<file path="config.mk">
export PLATFORM = sky130hd
export DESIGN_NAME = csr_file_m
export DESIGN_NICKNAME = d
export VERILOG_FILES = /design/src/rtl/csr_file_m.sv
export SDC_FILE = /design/constraint.sdc
export NUM_CORES = 1
export LEC_CHECK = 0
export BUFFER_PORTS_ARGS = -buffer_cell sky130_fd_sc_hd__buf_2
export CAP_MARGIN = 15
export CORE_ASPECT_RATIO = 1.5
export CORE_UTILIZATION = 35
export DETAILED_ROUTE_END_ITERATION = 12
export PLACE_DENSITY = 0.65
export SKIP_CTS_REPAIR_TIMING = 1
export SLEW_MARGIN = 20
export SYNTH_ARGS = -nofsm -noshare
export SYNTH_HDL_FRONTEND = slang
export SYNTH_SLANG_ARGS = --single-unit
</file>
<file path="constraint.sdc">
create_clock -name clk -period 2.8 [get_ports clk]
set_clock_uncertainty 0.15 [all_clocks]
set_input_delay 0.42 -clock clk [delete_from_list [all_inputs] [get_ports clk]]
set_output_delay 0.42 -clock clk [all_outputs]
set_load 0.005 [all_outputs]
</file>
<file path="src/rtl/csr_file_m.sv">
// Machine-mode CSR file for the RV32I core: read/write/set/clear, trap entry and mret, interrupt pending/priority.
// Define CSR_COUNTERS_EN to build the 64-bit mcycle/minstret counters; otherwise those addresses are unmapped.
module csr_file_m #(
  parameter int          NUM_IRQ     = 6,
  parameter logic [31:0] MTVEC_RESET = 32'h0000_0000
) (
  input  logic               clk,
  input  logic               rst,
  input  logic [2:0]         csr_op,
  input  logic [11:0]        csr_addr,
  input  logic [31:0]        csr_wd,
  output logic [31:0]        csr_rd,
  output logic               csr_illegal,
  input  logic [NUM_IRQ-1:0] irq_pending,
  output logic               irq_take,
  output logic [4:0]         irq_id,
  input  logic               trap_req,
  input  logic [31:0]        trap_cause,
  input  logic [31:0]        trap_pc,
  input  logic               mret,
  input  logic               instr_retire,
  output logic [31:0]        trap_target,
  output logic [31:0]        mepc_out
);

  localparam logic [11:0] A_MSTATUS   = 12'h300;
  localparam logic [11:0] A_MIE       = 12'h304;
  localparam logic [11:0] A_MTVEC     = 12'h305;
  localparam logic [11:0] A_MSCRATCH  = 12'h340;
  localparam logic [11:0] A_MEPC      = 12'h341;
  localparam logic [11:0] A_MCAUSE    = 12'h342;
  localparam logic [11:0] A_MIP       = 12'h344;
  localparam logic [11:0] A_MCYCLE    = 12'hB00;
  localparam logic [11:0] A_MCYCLEH   = 12'hB80;
  localparam logic [11:0] A_MINSTRET  = 12'hB02;
  localparam logic [11:0] A_MINSTRETH = 12'hB82;

  logic               mstat_mie_q, mstat_mie_d;
  logic               mstat_mpie_q, mstat_mpie_d;
  logic [NUM_IRQ-1:0] mie_q, mie_d;
  logic [31:0]        mtvec_q, mtvec_d;
  logic [31:0]        mscratch_q, mscratch_d;
  logic [31:0]        mepc_q, mepc_d;
  logic [31:0]        mcause_q, mcause_d;

  logic               op_act, op_wr, mapped, wr_en;
  logic [31:0]        old_val, new_val;
  logic [NUM_IRQ-1:0] irq_en;

`ifdef CSR_COUNTERS_EN
  logic [63:0] mcycle_q, mcycle_d;
  logic [63:0] minstret_q, minstret_d;
`endif

  function automatic logic [31:0] csr_apply(input logic [2:0] op, input logic [31:0] old,
                                            input logic [31:0] wd);
    case (op)
      3'd2:    return wd;
      3'd3:    return old | wd;
      3'd4:    return old & ~wd;
      default: return old;
    endcase
  endfunction

  assign op_act = (csr_op >= 3'd1) && (csr_op <= 3'd4);
  assign op_wr  = (csr_op >= 3'd2) && (csr_op <= 3'd4);

  always_comb begin
    mapped  = 1'b1;
    old_val = 32'h0;
    case (csr_addr)
      A_MSTATUS:   old_val = {24'h0, mstat_mpie_q, 3'b000, mstat_mie_q, 3'b000};
      A_MIE:       old_val = 32'(mie_q);
      A_MTVEC:     old_val = mtvec_q;
      A_MSCRATCH:  old_val = mscratch_q;
      A_MEPC:      old_val = mepc_q;
      A_MCAUSE:    old_val = mcause_q;
      A_MIP:       old_val = 32'(irq_pending);
`ifdef CSR_COUNTERS_EN
      A_MCYCLE:    old_val = mcycle_q[31:0];
      A_MCYCLEH:   old_val = mcycle_q[63:32];
      A_MINSTRET:  old_val = minstret_q[31:0];
      A_MINSTRETH: old_val = minstret_q[63:32];
`endif
      default:     mapped = 1'b0;
    endcase
  end

  assign new_val     = csr_apply(csr_op, old_val, csr_wd);
  assign csr_rd      = (op_act && mapped) ? old_val : 32'h0;
  assign csr_illegal = op_act && (!mapped || (op_wr && (csr_addr == A_MIP)));
  // Trap entry and mret own the cycle; a concurrent CSR write is dropped.
  assign wr_en       = op_wr && !csr_illegal && !trap_req && !mret;

  always_comb begin
    mstat_mie_d  = mstat_mie_q;
    mstat_mpie_d = mstat_mpie_q;
    mie_d        = mie_q;
    mtvec_d      = mtvec_q;
    mscratch_d   = mscratch_q;
    mepc_d       = mepc_q;
    mcause_d     = mcause_q;
    if (trap_req) begin
      mepc_d       = {trap_pc[31:2], 2'b00};
      mcause_d     = trap_cause;
      mstat_mpie_d = mstat_mie_q;
      mstat_mie_d  = 1'b0;
    end else if (mret) begin
      mstat_mie_d  = mstat_mpie_q;
      mstat_mpie_d = 1'b1;
    end else if (wr_en) begin
      case (csr_addr)
        A_MSTATUS: begin
          mstat_mie_d  = new_val[3];
          mstat_mpie_d = new_val[7];
        end
        A_MIE:      mie_d      = new_val[NUM_IRQ-1:0];
        A_MTVEC:    mtvec_d    = {new_val[31:2], 1'b0, new_val[0]};
        A_MSCRATCH: mscratch_d = new_val;
        A_MEPC:     mepc_d     = {new_val[31:2], 2'b00};
        A_MCAUSE:   mcause_d   = new_val;
        default: ;
      endcase
    end
  end

  always_ff @(posedge clk) begin
    if (rst) begin
      mstat_mie_q  <= 1'b0;
      mstat_mpie_q <= 1'b0;
      mie_q        <= '0;
      mtvec_q      <= MTVEC_RESET;
      mscratch_q   <= 32'h0;
      mepc_q       <= 32'h0;
      mcause_q     <= 32'h0;
    end else begin
      mstat_mie_q  <= mstat_mie_d;
      mstat_mpie_q <= mstat_mpie_d;
      mie_q        <= mie_d;
      mtvec_q      <= mtvec_d;
      mscratch_q   <= mscratch_d;
      mepc_q       <= mepc_d;
      mcause_q     <= mcause_d;
    end
  end

`ifdef CSR_COUNTERS_EN
  // A write to one half replaces it and holds the other half, skipping that cycle's increment.
  always_comb begin
    mcycle_d   = mcycle_q + 64'd1;
    minstret_d = minstret_q + {63'h0, instr_retire};
    if (wr_en) begin
      case (csr_addr)
        A_MCYCLE:    mcycle_d   = {mcycle_q[63:32], new_val};
        A_MCYCLEH:   mcycle_d   = {new_val, mcycle_q[31:0]};
        A_MINSTRET:  minstret_d = {minstret_q[63:32], new_val};
        A_MINSTRETH: minstret_d = {new_val, minstret_q[31:0]};
        default: ;
      endcase
    end
  end

  always_ff @(posedge clk) begin
    if (rst) begin
      mcycle_q   <= 64'h0;
      minstret_q <= 64'h0;
    end else begin
      mcycle_q   <= mcycle_d;
      minstret_q <= minstret_d;
    end
  end
`else
  logic unused_instr_retire;
  assign unused_instr_retire = instr_retire;
`endif

  assign irq_en   = irq_pending & mie_q;
  assign irq_take = mstat_mie_q & (|irq_en);

  always_comb begin
    irq_id = 5'd0;
    for (int i = NUM_IRQ - 1; i >= 0; i--) begin
      if (irq_en[i]) irq_id = 5'(i);
    end
  end

  always_comb begin
    trap_target = {mtvec_q[31:2], 2'b00};
    if (mtvec_q[0] && trap_cause[31])
      trap_target = {mtvec_q[31:2], 2'b00} + {25'h0, trap_cause[4:0], 2'b00};
  end

  assign mepc_out = mepc_q;

endmodule

</file>
* Word-level counts from Yosys, hierarchy flattened *
Index checks and enable logic that the tools add are counted.

word-level totals
  word-level logic and storage cells = 86
  bits in registers = 133

cells by class
  magnitude comparators = 3
  $add $sub $neg = 1
  bitwise operators = 7
  mux-type cells = 26
  reduce and logical (&&, ||, !) cells = 31
  equality and inequality tests = 11

operator list
  kind                                                 count
  2-to-1 mux 32 bit                                    10
  one-hot mux 32 bit (7 select lines)                  1
  one-hot mux 32 bit (3 select lines)                  1
  == test 12 x 10 -> 1 bit, second input constant      7
  adder 32 x 7 -> 32 bit                               1
  AND 32 bit                                           1
  inverter 32 bit                                      1
  OR 32 bit                                            1
  2-to-1 mux 5 bit                                     5
  AND reduction 4 bit                                  3
  nonzero test 2 bit                                   5
  logical AND 1 bit                                    9
  2-to-1 mux 1 bit                                     8
  OR reduction 7 bit                                   1
  AND 6 bit                                            1
  == test 3 x 2 -> 1 bit, second input constant        2
  AND reduction 3 bit                                  2
  nonzero test 3 bit                                   2
  OR reduction 6 bit                                   1
  zero test 1 bit                                      4
  AND reduction 2 bit                                  2
  == test 3 bit, second input constant                 1
  >= comparator 3 x 1 -> 1 bit, second input constant  1
  >= comparator 3 x 2 -> 1 bit, second input constant  1
  7 further kinds                                      8

* Depth between registers and ports, before layout *
Gate-level depths: netlist of the first run.

  word-level depth = 13
  gate-level depth with buffers = 9

* Least setup slack after synthesis of the first run *
Ideal clock, no wire load.

  path kind = in2out
  start = input port trap_cause[0]
  end = output port trap_target[22]
  arrival time = 2061 ps
  path buffers = 0
  path slack = 169 ps
  required time = 2230 ps
  stages on the path = 8
  cell sequence = ha_1 > inv_1 > fa_1 > nor2b_1 > o21ai_0 > a211oi_1 > nand4_1 > xnor2_1

on the way
  longest elaborated chain between the ends = 2

ends and longest elaborated chain
  item                    RTL line  text
  start: declaration      18        input logic [31:0] trap_cause,
  adder 32 x 7 -> 32 bit  190       trap_target = {mtvec_q[31:2], 2'b00} + {25'h0, trap_cause[4:0], 2'b00};
  2-to-1 mux 32 bit       189       if (mtvec_q[0] && trap_cause[31])
  end: declaration        22        output logic [31:0] trap_target,

No other way between the ends.

* Worst setup path after layout of the first run *
  start = register mtvec_q[2]
  end = output port trap_target[26]

on the way
  longest elaborated chain between the ends = 2

ends and longest elaborated chain
  item                      RTL line  text
  start: declaration        41        logic [31:0] mtvec_q, mtvec_d;
  start signal: assignment  140       mtvec_q <= mtvec_d;
  adder 32 x 7 -> 32 bit    190
  2-to-1 mux 32 bit         189

No other way between the ends.

==> run_results.csv, run 1 <==
group,metric,value,unit
sta,finalCriticalPeriod,2.99,ns
clocking,cts_tree,"done",
power_and_ir_drop,p_leak,4.41,nW
sta,tns,-1.31,ns
place,place_area,0.0103,mm2
power_and_ir_drop,power.density,463,mW/mm2
routing,remaining_drc_errors,0,
routing,vias,9789,
logic_synthesis,yosys_register_bits,133,
floorplan,dieArea,0.0247,mm2
place,portBuffers,215,
logic_synthesis,synth-edff-count,0,
status,violations,"setup timing",
logic_synthesis,synth.cell_area,0.00842,mm2
floorplan,die_w,129,um
grt,first_global_vias,9209,
routing,drt_iter0_drc,980,
clocking,clk_pin_slew,0.06,ns
place,post-dp-hpwl,25.1,mm
sta,relSlewSlack,0.459,
min_path,min_path_type,"input port to register",
setup_path,rr_worst_depth,8,
setup_path,critical_path_class,"register to output pin",
floorplan,num_rows,69,
sta,worstMarginPinSlew,0.811,ns
sta,rsz0062_at_grt,"yes",
flow_run,drv_cap,0,
routing,drt_pre_antenna_iters,6,
floorplan,core_region_area,0.0237,mm2
logic_synthesis,avgSynthCellArea,8.31,um2
min_path,holdCritStartpoint,"trap_cause[15]",
sta,hold_viol,0,
grt,grtUsageTotal,0.281,
status,status,"finished, violations left",
sta,period_share,1.07,
power_and_ir_drop,ir_drop,0.385,mV
logic_synthesis,yosysSeqAreaShare,0.316,
final_layout,area_growth_syn_to_layout,33.0,%
clocking,numCtsBuffers,17,
floorplan,io_pins,225,
sta,setup_viol,13,
min_path,hold_end,"mcause_q[15]$_SDFFE_PP0P_",
setup_path,worst_r2r_startpoint,"mtvec_q[3]$_SDFFE_PP0P_",
routing,wl_met2,17.2,mm
final_layout,stdcell_area,0.0112,mm2
routing,top_layer,"met5",
routing,ant_nets,0,
setup_path,startpoint_type,"register",
logic_synthesis,yosys.cell_count.top_type,"dfxtp_1",
place,finalWeightedCongestion,0.935,
logic_synthesis,ys.flop_type,"dfxtp_1",
routing,m1WireLength,13.5,mm
final_layout,nets,1374,
sta,setup_ws,-0.187,ns
min_path,min_path_cells,3,
floorplan,start_util,0.356,
final_layout,n_antenna_cell,0,
routing,wirelength,35.6,mm
routing,viasPerCell,6.20,
sta,slew_violations,0,
setup_path,r2r_slack,0.68,ns
logic_synthesis,synthCells,1014,
logic_synthesis,synth_area_leader_cell,"dfxtp_1",
setup_path,r2r-end,"mie_q[3]$_SDFFE_PP0P_",
routing,met3_length,2.60,mm
logic_synthesis,synth_top_area_frac,0.316,
setup_path,cp.arrival,2.42,ns
clocking,h-tree-depth,4,
clocking,worstSkewPairLatency,0.43,ns
logic_synthesis,ys_warn_count,0,
grt,grt.overflow.total,0,
grt,grt_pass1_wl,52.0,mm
setup_path,required,2.23,ns
logic_synthesis,ys_types,70,
logic_synthesis,ys_top_cells_by_count,"dfxtp_1, nor2_1, clkbuf_1",
clocking,root_buffer,"clkbuf_16",
grt,grt_antenna_before_repair,1,
final_layout,drive_gt1_frac,0.322,
logic_synthesis,async_flop_share,0,
clocking,cts_buffer_depth,2,
clocking,cts.sink_count,133,
grt,grt_start_max_net_pins,61,
routing,routedWlPerCell,22.6,um
sta,fmax,335,MHz
floorplan,die_y,192,um
setup_path,crit_path_end_kind,"output pin",
setup_path,cp_max_fo,6,
logic_synthesis,netlist_top_cells_area,"dfxtp_1, nor2_1, a211oi_1, mux2i_1, a22oi_1",
-- flip-flops by register name (all words and copies together), names as in the netlist --
register and cells:
mcause_q 32, mepc_out 30, mie_q 6, mscratch_q 32, mstat_mie_q 1, mstat_mpie_q 1
mtvec_q 31
-- metrics by stage --
stage | utilization | hold slack (ns) | worst slack [ns] | power (W) | instances
global placement | 0.436 | 0.297 | -0.0194 | 0.00267 | 1539
detailed placement | 0.436 | 0.311 | -0.0439 | 0.00268 | 1539
CTS | 0.464 | 0.0355 | -0.328 | 0.00518 | 1571
floorplan | - | 0.284 | 0.169 | 0.00236 | 1019
global route | 0.473 | 0.0476 | -0.276 | 0.00532 | 1578
finish | 0.473 | 0.0468 | -0.187 | 0.00518 | 1578
-- power by group --
part,internal (W),switching [W],total (W)
Sequential,0.00195,0.0000453,0.00199
Combinational,0.000274,0.000396,0.000670
Clock,0.00163,0.000888,0.00252
Total,0.00385,0.00133,0.00518
-- layer usage --
metal,vias up,global-route usage
met5,-,0
met4,2,0.207
li1,4413,-
met2,575,0.464
met3,132,0.0396
met1,4667,0.331
-- worst max path at each step --
| stage | startpoint | to | cells after the start |
|---|---|---|---|
| after global placement | trap_cause[0] | trap_target[22] | 11 |
| after floorplan | trap_cause[0] | trap_target[22] | 8 |
| after detailed placement | trap_cause[0] | trap_target[22] | 11 |
| after CTS | mtvec_q[2]$_SDFFE_PP0P_ | trap_target[22] | 10 |
| final | mtvec_q[2]$_SDFFE_PP0P_ | trap_target[26] | 10 |
| after global routing | mtvec_q[2]$_SDFFE_PP0P_ | trap_target[22] | 10 |
-- layout make-up --
cell class                      count  area, um2
Clock buffer                       20        457
Multi-Input combinational cell    771       5480
Clock inverter                     12        200
Timing Repair Buffer              316       1970
Sequential cell                   133       2670
Fill cell                        2358      12500
Tap cell                          319        399
Inverter                            7       26.3
-- layout by cell type, fill, tap and decap left out, types with 5 or more instances in the layout --
master / n
bufinv_16: 5
clkbuf_16: 17
conb_1: 6
o21ai_1: 32
nand2b_1: 6
xnor2_1: 19
xor2_1: 8
inv_1: 6
a221o_1: 12
dfxtp_1: 131
nor3b_1: 12
a21oi_1: 15
nor2_1: 120
a22oi_1: 49
a221oi_1: 11
o31ai_1: 26
a2bb2oi_1: 36
buf_4: 87
mux2_2: 6
a211oi_1: 53
buf_2: 215
a22o_1: 13
nand3_1: 29
o21ai_0: 19
nand4_1: 14
a31oi_1: 7
and3_1: 5
nor4_1: 5
a21boi_0: 13
a32oi_1: 35
mux2i_1: 39
nand2_1: 47
o22ai_1: 25
a222oi_1: 13
buf_12: 10
-- critical path, stage by stage (launching register included) --
cell and delay, ns:
dfxtp_2 0.34, ha_4 0.14, inv_2 0.03, fa_2 0.34
nor2b_2 0.12, o21ai_2 0.08, a211oi_2 0.27, buf_6 0.19
nand3_1 0.11, xnor2_1 0.21, buf_2 0.15
-- logic make-up after synthesis --
kind of cell | synth area share
AOI/OAI and AO/OA | 0.345
and+or+nand+nor | 0.180
DFF | 0.316
buffers and inverters | 0.0645
muxes | 0.0544
xor gates and xnor gates | 0.0302
adders and majority gates | 0.00981
other | 0.000445
Power figures use the tool's default switching activity.
==> run 2, diff against run 1 <==
--- a/config.mk
+++ b/config.mk
@@ -10,7 +10,7 @@
 export CORE_ASPECT_RATIO = 1.5
 export CORE_UTILIZATION = 35
 export DETAILED_ROUTE_END_ITERATION = 12
-export PLACE_DENSITY = 0.65
+export PLACE_DENSITY_LB_ADDON = 0.25
 export SKIP_CTS_REPAIR_TIMING = 1
 export SLEW_MARGIN = 20
 export SYNTH_ARGS = -nofsm -noshare
==> run 2 against run 1 <==
Against the previous run:
- register-to-register slack gained 0.21 ns
- setup slack gained 0.034 ns
- largest cell class unchanged
- critical endpoint is now trap_target[28]
- sequential share of layout area grew 0.17 points
- sequential power is essentially flat
- flip-flop and latch count is the same
- the flow still finishes with violations (setup timing)
- clock power shrank 5%
- core utilization shrank 0.23 points
==> run_results.csv, run 2 (synthesized netlist as in run 1, its figures left out) <==
group,metric,value,unit
final_layout,fillers,2359,
sta,relSlewSlack,0.355,
place,portBuffers,215,
power_and_ir_drop,internal-power,0.00372,W
status,violations,"setup timing",
min_path,min_path_type,"input port to register",
clocking,h-tree-depth,4,
setup_path,crit_path_end_kind,"output pin",
setup_path,cp_max_fo,6,
clocking,root_buffer,"clkbuf_16",
setup_path,cp.arrival,2.38,ns
routing,vias,9561,
clocking,cts_tree,"done",
grt,grt_pass1_wl,53.1,mm
grt,grt_start_max_net_pins,44,
routing,drt_iter0_drc,888,
grt,grt.overflow.total,0,
routing,viasPerCell,6.08,
final_layout,drive_gt1_frac,0.320,
grt,first_global_vias,9125,
flow_run,drv_cap,0,
sta,slew_violations,0,
setup_path,cpMaxStageDelayCell,"dfxtp_2",
floorplan,die_w,129,um
power_and_ir_drop,power.density,452,mW/mm2
floorplan,start_util,0.356,
routing,routedWlPerCell,22.7,um
floorplan,num_rows,69,
final_layout,nets,1369,
grt,grtUsageTotal,0.287,
floorplan,core_region_area,0.0237,mm2
grt,grt_antenna_before_repair,0,
sta,hold_viol,0,
sta,worstMarginPinSlew,0.966,ns
place,finalWeightedCongestion,0.934,
setup_path,max_stage_delay,0.35,ns
floorplan,dieArea,0.0247,mm2
floorplan,io_pins,225,
routing,wirelength,35.7,mm
sta,rsz0062_at_grt,"yes",
sta,fmax,339,MHz
floorplan,die_y,192,um
final_layout,postLayoutCoreUtil,0.471,
routing,remaining_drc_errors,0,
power_and_ir_drop,ir_drop,0.389,mV
final_layout,n_antenna_cell,0,
clocking,clk_pin_slew,0.06,ns
power_and_ir_drop,switching_share,0.261,
place,post-dp-hpwl,25.2,mm
setup_path,startpoint_type,"register",
routing,drt_pre_antenna_iters,6,
routing,ant_nets,0,
final_layout,multi_input_area,0.00548,mm2
clocking,worstSkewPairLatency,0.43,ns
power_and_ir_drop,p_leak,4.38,nW
clocking,cts_buffer_depth,2,
clocking,numCtsBuffers,17,
power_and_ir_drop,clkPwrFrac,0.474,
sta,finalCriticalPeriod,2.95,ns
power_and_ir_drop,pwr-share-seq,0.396,
place,place_ws,-0.0597,ns
power_and_ir_drop,power_switching,0.00132,W
final_layout,seq_area,0.00267,mm2
final_layout,final_common_cell,"buf_2",
clocking,cts.sink_count,133,
sta,setup_viol,12,
final_layout,top_regs,"mcause_q x32, mscratch_q x32, mtvec_q x31",
power_and_ir_drop,comb_power_share,0.131,
final_layout,final_cell_mix,"buf_2, dfxtp_1, nor2_1, buf_4, a211oi_1",
sta,period_share,1.05,
setup_path,critical_path_class,"register to output pin",
setup_path,required,2.23,ns
setup_path,path_cells,"ha_4, inv_2, fa_2, nor2b_2, o21ai_2, a211oi_2, buf_6, buf_4, nand3_2, xnor2_1, buf_2",
status,status,"finished, violations left",
final_layout,area_growth_syn_to_layout,32.3,%
sta,setup_ws,-0.153,ns
-- run 2: cell types whose count changed in the layout (fill, tap and decap cells not counted), sizes merged --
cell,change
clkinvlp,+2
clkbuf,+1
inv,-1
clkinv,+1
bufinv,-1
buf,-7
-- run 2: per-layer routing --
metal  routed length, um  track usage  vias up
li1                    -            -     4386
met1               13900        0.348     4568
met2               17500        0.487      512
met3                2530       0.0382       95
met4                1810        0.157        0
met5                   0            0        -
-- run 2: worst max-delay path: cells and delay by family (launching register included) --
| family | cells | cell delay (ns) |
|---|---|---|
| AOI/OAI and AO/OA | 2 | 0.33 |
| xor gates and xnor gates | 1 | 0.13 |
| adders and majority gates | 2 | 0.47 |
| buffers and inverters | 4 | 0.47 |
| DFF | 1 | 0.35 |
| and+or+nand+nor | 2 | 0.19 |
-- run 2: stage by stage --
step	area [um2]	cells	hold slack (ns)	power, W	setup TNS, ns
2_1_floorplan	8440	1019	0.284	0.00236	0
3_3_place_gp	10300	1532	0.298	0.00267	-0.0624
3_5_place_dp	10300	1532	0.304	0.00268	-0.144
4_1_cts	10900	1564	0.0427	0.00505	-4.68
5_1_grt	11100	1573	0.0511	0.00520	-3.09
6_report	11100	1573	0.0532	0.00504	-1.03
-- run 2: final cells by class --
class / count / share of cell area
multi-input cells: 771 / 0.491
well taps: 319 / 0.0358
inverters: 7 / 0.00236
clock inverters: 13 / 0.0163
repair buffers: 311 / 0.175
clock buffers: 19 / 0.0397
flip-flops and latches: 133 / 0.240
-- run 2: worst paths after layout --
kind              slack (ns)                          to  cells past startpoint                       start
setup / recovery       -0.15             trap_target[28]                     11     mtvec_q[2]$_SDFFE_PP0P_
hold / removal          0.05   mcause_q[16]$_SDFFE_PP0P_                      3              trap_cause[16]
setup reg to reg        0.89    mstat_mie_q$_SDFFE_PP0P_                      8     mtvec_q[3]$_SDFFE_PP0P_
hold reg to reg         0.31  mscratch_q[0]$_SDFFE_PP0P_                      2  mscratch_q[0]$_SDFFE_PP0P_
-- run 2: power groups by stage --
stage                     combinational [W]  clock (W)  sequential, W
after floorplan                    0.000341          0        0.00202
after global placement             0.000637          0        0.00203
after detailed placement           0.000645          0        0.00203
after CTS                          0.000647    0.00241        0.00199
after global routing               0.000702    0.00250        0.00200
final                              0.000659    0.00239        0.00199
==> run 3, diff against run 2 <==
--- a/config.mk
+++ b/config.mk
@@ -8,11 +8,12 @@
 export BUFFER_PORTS_ARGS = -buffer_cell sky130_fd_sc_hd__buf_2
 export CAP_MARGIN = 15
 export CORE_ASPECT_RATIO = 1.5
+export CORE_MARGIN = 2
 export CORE_UTILIZATION = 35
 export DETAILED_ROUTE_END_ITERATION = 12
 export PLACE_DENSITY_LB_ADDON = 0.25
 export SKIP_CTS_REPAIR_TIMING = 1
-export SLEW_MARGIN = 20
+export SLEW_MARGIN = 15
 export SYNTH_ARGS = -nofsm -noshare
 export SYNTH_HDL_FRONTEND = slang
 export SYNTH_SLANG_ARGS = --single-unit
==> run 3 against run 2 <==
Against the previous run:
- the run still ends with setup timing left
- sequential share of layout area is 0.22 points lower
- core utilization is 0.36 points higher
- clock-buffer cell count is 1 higher
- routed wire length is 0.45% higher
- first-iteration DRC count is 19% lower
- worst hold slack better by 0.0077 ns
- via count is 0.27% higher
- die area is 2.6% higher
- combinational power is 2% higher
- highest routed layer unchanged
- setup slack worse by 0.11 ns
- register-to-register slack hardly changed
- non-clock buffer count is 2 lower
==> run_results.csv, run 3 (synthesized netlist as in run 1, its figures left out) <==
group,metric,value,unit
setup_path,cpMaxStageDelayCell,"a211oi_2",
floorplan,io_pins,225,
place,place_ws,-0.0416,ns
final_layout,area_growth_syn_to_layout,33.3,%
status,violations,"setup timing",
power_and_ir_drop,clkPwrFrac,0.488,
setup_path,path_common_cell,"nand4_1",
floorplan,start_util,0.356,
final_layout,seq_area,0.00267,mm2
grt,grt.busiest_layer,"met2",
sta,fmax,327,MHz
clocking,worstSkewPairLatency,0.42,ns
routing,ant_nets,0,
sta,slew_violations,0,
sta,finalCriticalPeriod,3.06,ns
setup_path,critical_path_class,"register to output pin",
routing,viasPerCell,6.09,
grt,first_global_vias,9078,
clocking,numCtsBuffers,17,
place,post-dp-hpwl,25.3,mm
final_layout,final_cells,1573,
setup_path,max_stage_delay,0.44,ns
clocking,cts_buffer_depth,2,
power_and_ir_drop,power_switching,0.00133,W
floorplan,dieArea,0.0253,mm2
clocking,cts.sink_count,133,
routing,drt_iter0_drc,720,
power_and_ir_drop,pwr-share-seq,0.384,
flow_run,drv_cap,0,
final_layout,fillers,2384,
clocking,clk_pin_slew,0.06,ns
routing,wirelength,35.9,mm
setup_path,startpoint_type,"register",
setup_path,cp.arrival,2.49,ns
power_and_ir_drop,switching_share,0.255,
floorplan,die_w,131,um
grt,grt.overflow.total,0,
place,portBuffers,215,
setup_path,crit_path_end_kind,"output pin",
place,place_area,0.0103,mm2
floorplan,core_region_area,0.0237,mm2
sta,setup_viol,24,
clocking,cts_tree,"done",
routing,remaining_drc_errors,0,
grt,grt_start_max_net_pins,42,
final_layout,nets,1367,
final_layout,postLayoutCoreUtil,0.475,
final_layout,top_regs,"mcause_q x32, mscratch_q x32, mtvec_q x31",
floorplan,num_rows,69,
place,dp_cells,1533,
power_and_ir_drop,power.density,463,mW/mm2
final_layout,drive_gt1_frac,0.318,
clocking,h-tree-depth,4,
grt,use_met3,0.0359,
power_and_ir_drop,ir_drop,0.406,mV
setup_path,crit_family,"simple AND/OR/NAND/NOR gates",
place,finalWeightedCongestion,0.897,
clocking,root_buffer,"clkbuf_16",
final_layout,final_common_cell,"buf_2",
grt,grt_antenna_before_repair,3,
power_and_ir_drop,p_leak,4.40,nW
power_and_ir_drop,internal-power,0.00387,W
sta,period_share,1.09,
routing,vias,9587,
grt,use_met2,0.455,
routing,routedWlPerCell,22.8,um
sta,hold_viol,0,
sta,worstMarginPinSlew,0.678,ns
setup_path,critPathBufInv,2,
setup_path,cp_max_fo,6,
sta,rsz0062_at_grt,"yes",
setup_path,r2r_slack,0.90,ns
final_layout,final_cell_mix,"buf_2, dfxtp_1, nor2_1, buf_4, a211oi_1",
grt,grtUsageTotal,0.272,
status,status,"finished, violations left",
min_path,min_path_type,"input port to register",
setup_path,path_cells,"and4_4, nand4_1, a211oi_2, buf_6, nand4_1, xnor2_1, buf_2",
grt,met1_usage,0.332,
final_layout,multi_input_area,0.00549,mm2
setup_path,required,2.23,ns
sta,setup_ws,-0.261,ns
sta,relSlewSlack,0.547,
power_and_ir_drop,comb_power_share,0.129,
final_layout,stdcell_area,0.0112,mm2
grt,grt_pass1_wl,52.8,mm
floorplan,die_y,194,um
routing,drt_pre_antenna_iters,5,
power_and_ir_drop,p_total,0.00520,W
[run 3: changes by cell type in the layout (fill, tap and decap cells not counted), moves of 2 or more]
| cell | previous run | this run |
|---|---|---|
| clkinv_4 | 3 | 1 |
| diode_2 | 0 | 3 |
| buf_12 | 10 | 14 |
| nor2_1 | 124 | 120 |
| xnor2_2 | 4 | 1 |
| clkinvlp_4 | 2 | 4 |
| buf_4 | 81 | 76 |
| xnor2_1 | 16 | 19 |
| nor3_2 | 3 | 1 |
| clkbuf_8 | 1 | 3 |
| nor2_4 | 1 | 5 |
| clkinv_2 | 4 | 0 |
[run 3: final timing paths]
check,start,endpoint,depth (start not counted)
setup / recovery,mtvec_q[10]$_SDFFE_PP0P_,trap_target[31],7
hold / removal,trap_cause[14],mcause_q[14]$_SDFFE_PP0P_,3
setup reg to reg,mtvec_q[3]$_SDFFE_PP0P_,mtvec_q[3]$_SDFFE_PP0P_,8
hold reg to reg,mscratch_q[0]$_SDFFE_PP0P_,mscratch_q[0]$_SDFFE_PP0P_,2
[run 3: final cells by class]
class / count / share of cell area
clock inverters: 11 / 0.0176
clock buffers: 20 / 0.0416
multi-input cells: 771 / 0.489
inverters: 7 / 0.00234
well taps: 319 / 0.0355
diodes: 3 / 0.000669
repair buffers: 309 / 0.176
flip-flops and latches: 133 / 0.238
[run 3: worst min-delay path, delay by kind of cell]
| kind | cells | cell delay, ns |
|---|---|---|
| AO/OA/AOI/OAI | 2 | 0.09 |
| buffers and inverters | 1 | 0.08 |
[run 3: power by group through the flow]
stage / Sequential (W) / Combinational [W] / Clock (W)
4_1_cts: 0.00199 / 0.000657 / 0.00256
6_report: 0.00199 / 0.000669 / 0.00254
5_1_grt: 0.00200 / 0.000712 / 0.00264
3_5_place_dp: 0.00203 / 0.000655 / 0
3_3_place_gp: 0.00203 / 0.000646 / 0
2_1_floorplan: 0.00202 / 0.000341 / 0
[run 3: metrics by stage]
stage	hold WS, ns	TNS [ns]
floorplan	0.284	0
global placement	0.298	-0.148
detailed placement	0.300	-0.146
CTS	0.0468	-5.97
global route	0.0588	-5.15
finish	0.0609	-2.50
[run 3: routing by layer]
metal / up-vias / part of all wire
li1: 4391 / -
met1: 4622 / 0.39
met2: 477 / 0.50
met3: 97 / 0.064
met4: 0 / 0.051
met5: - / 0
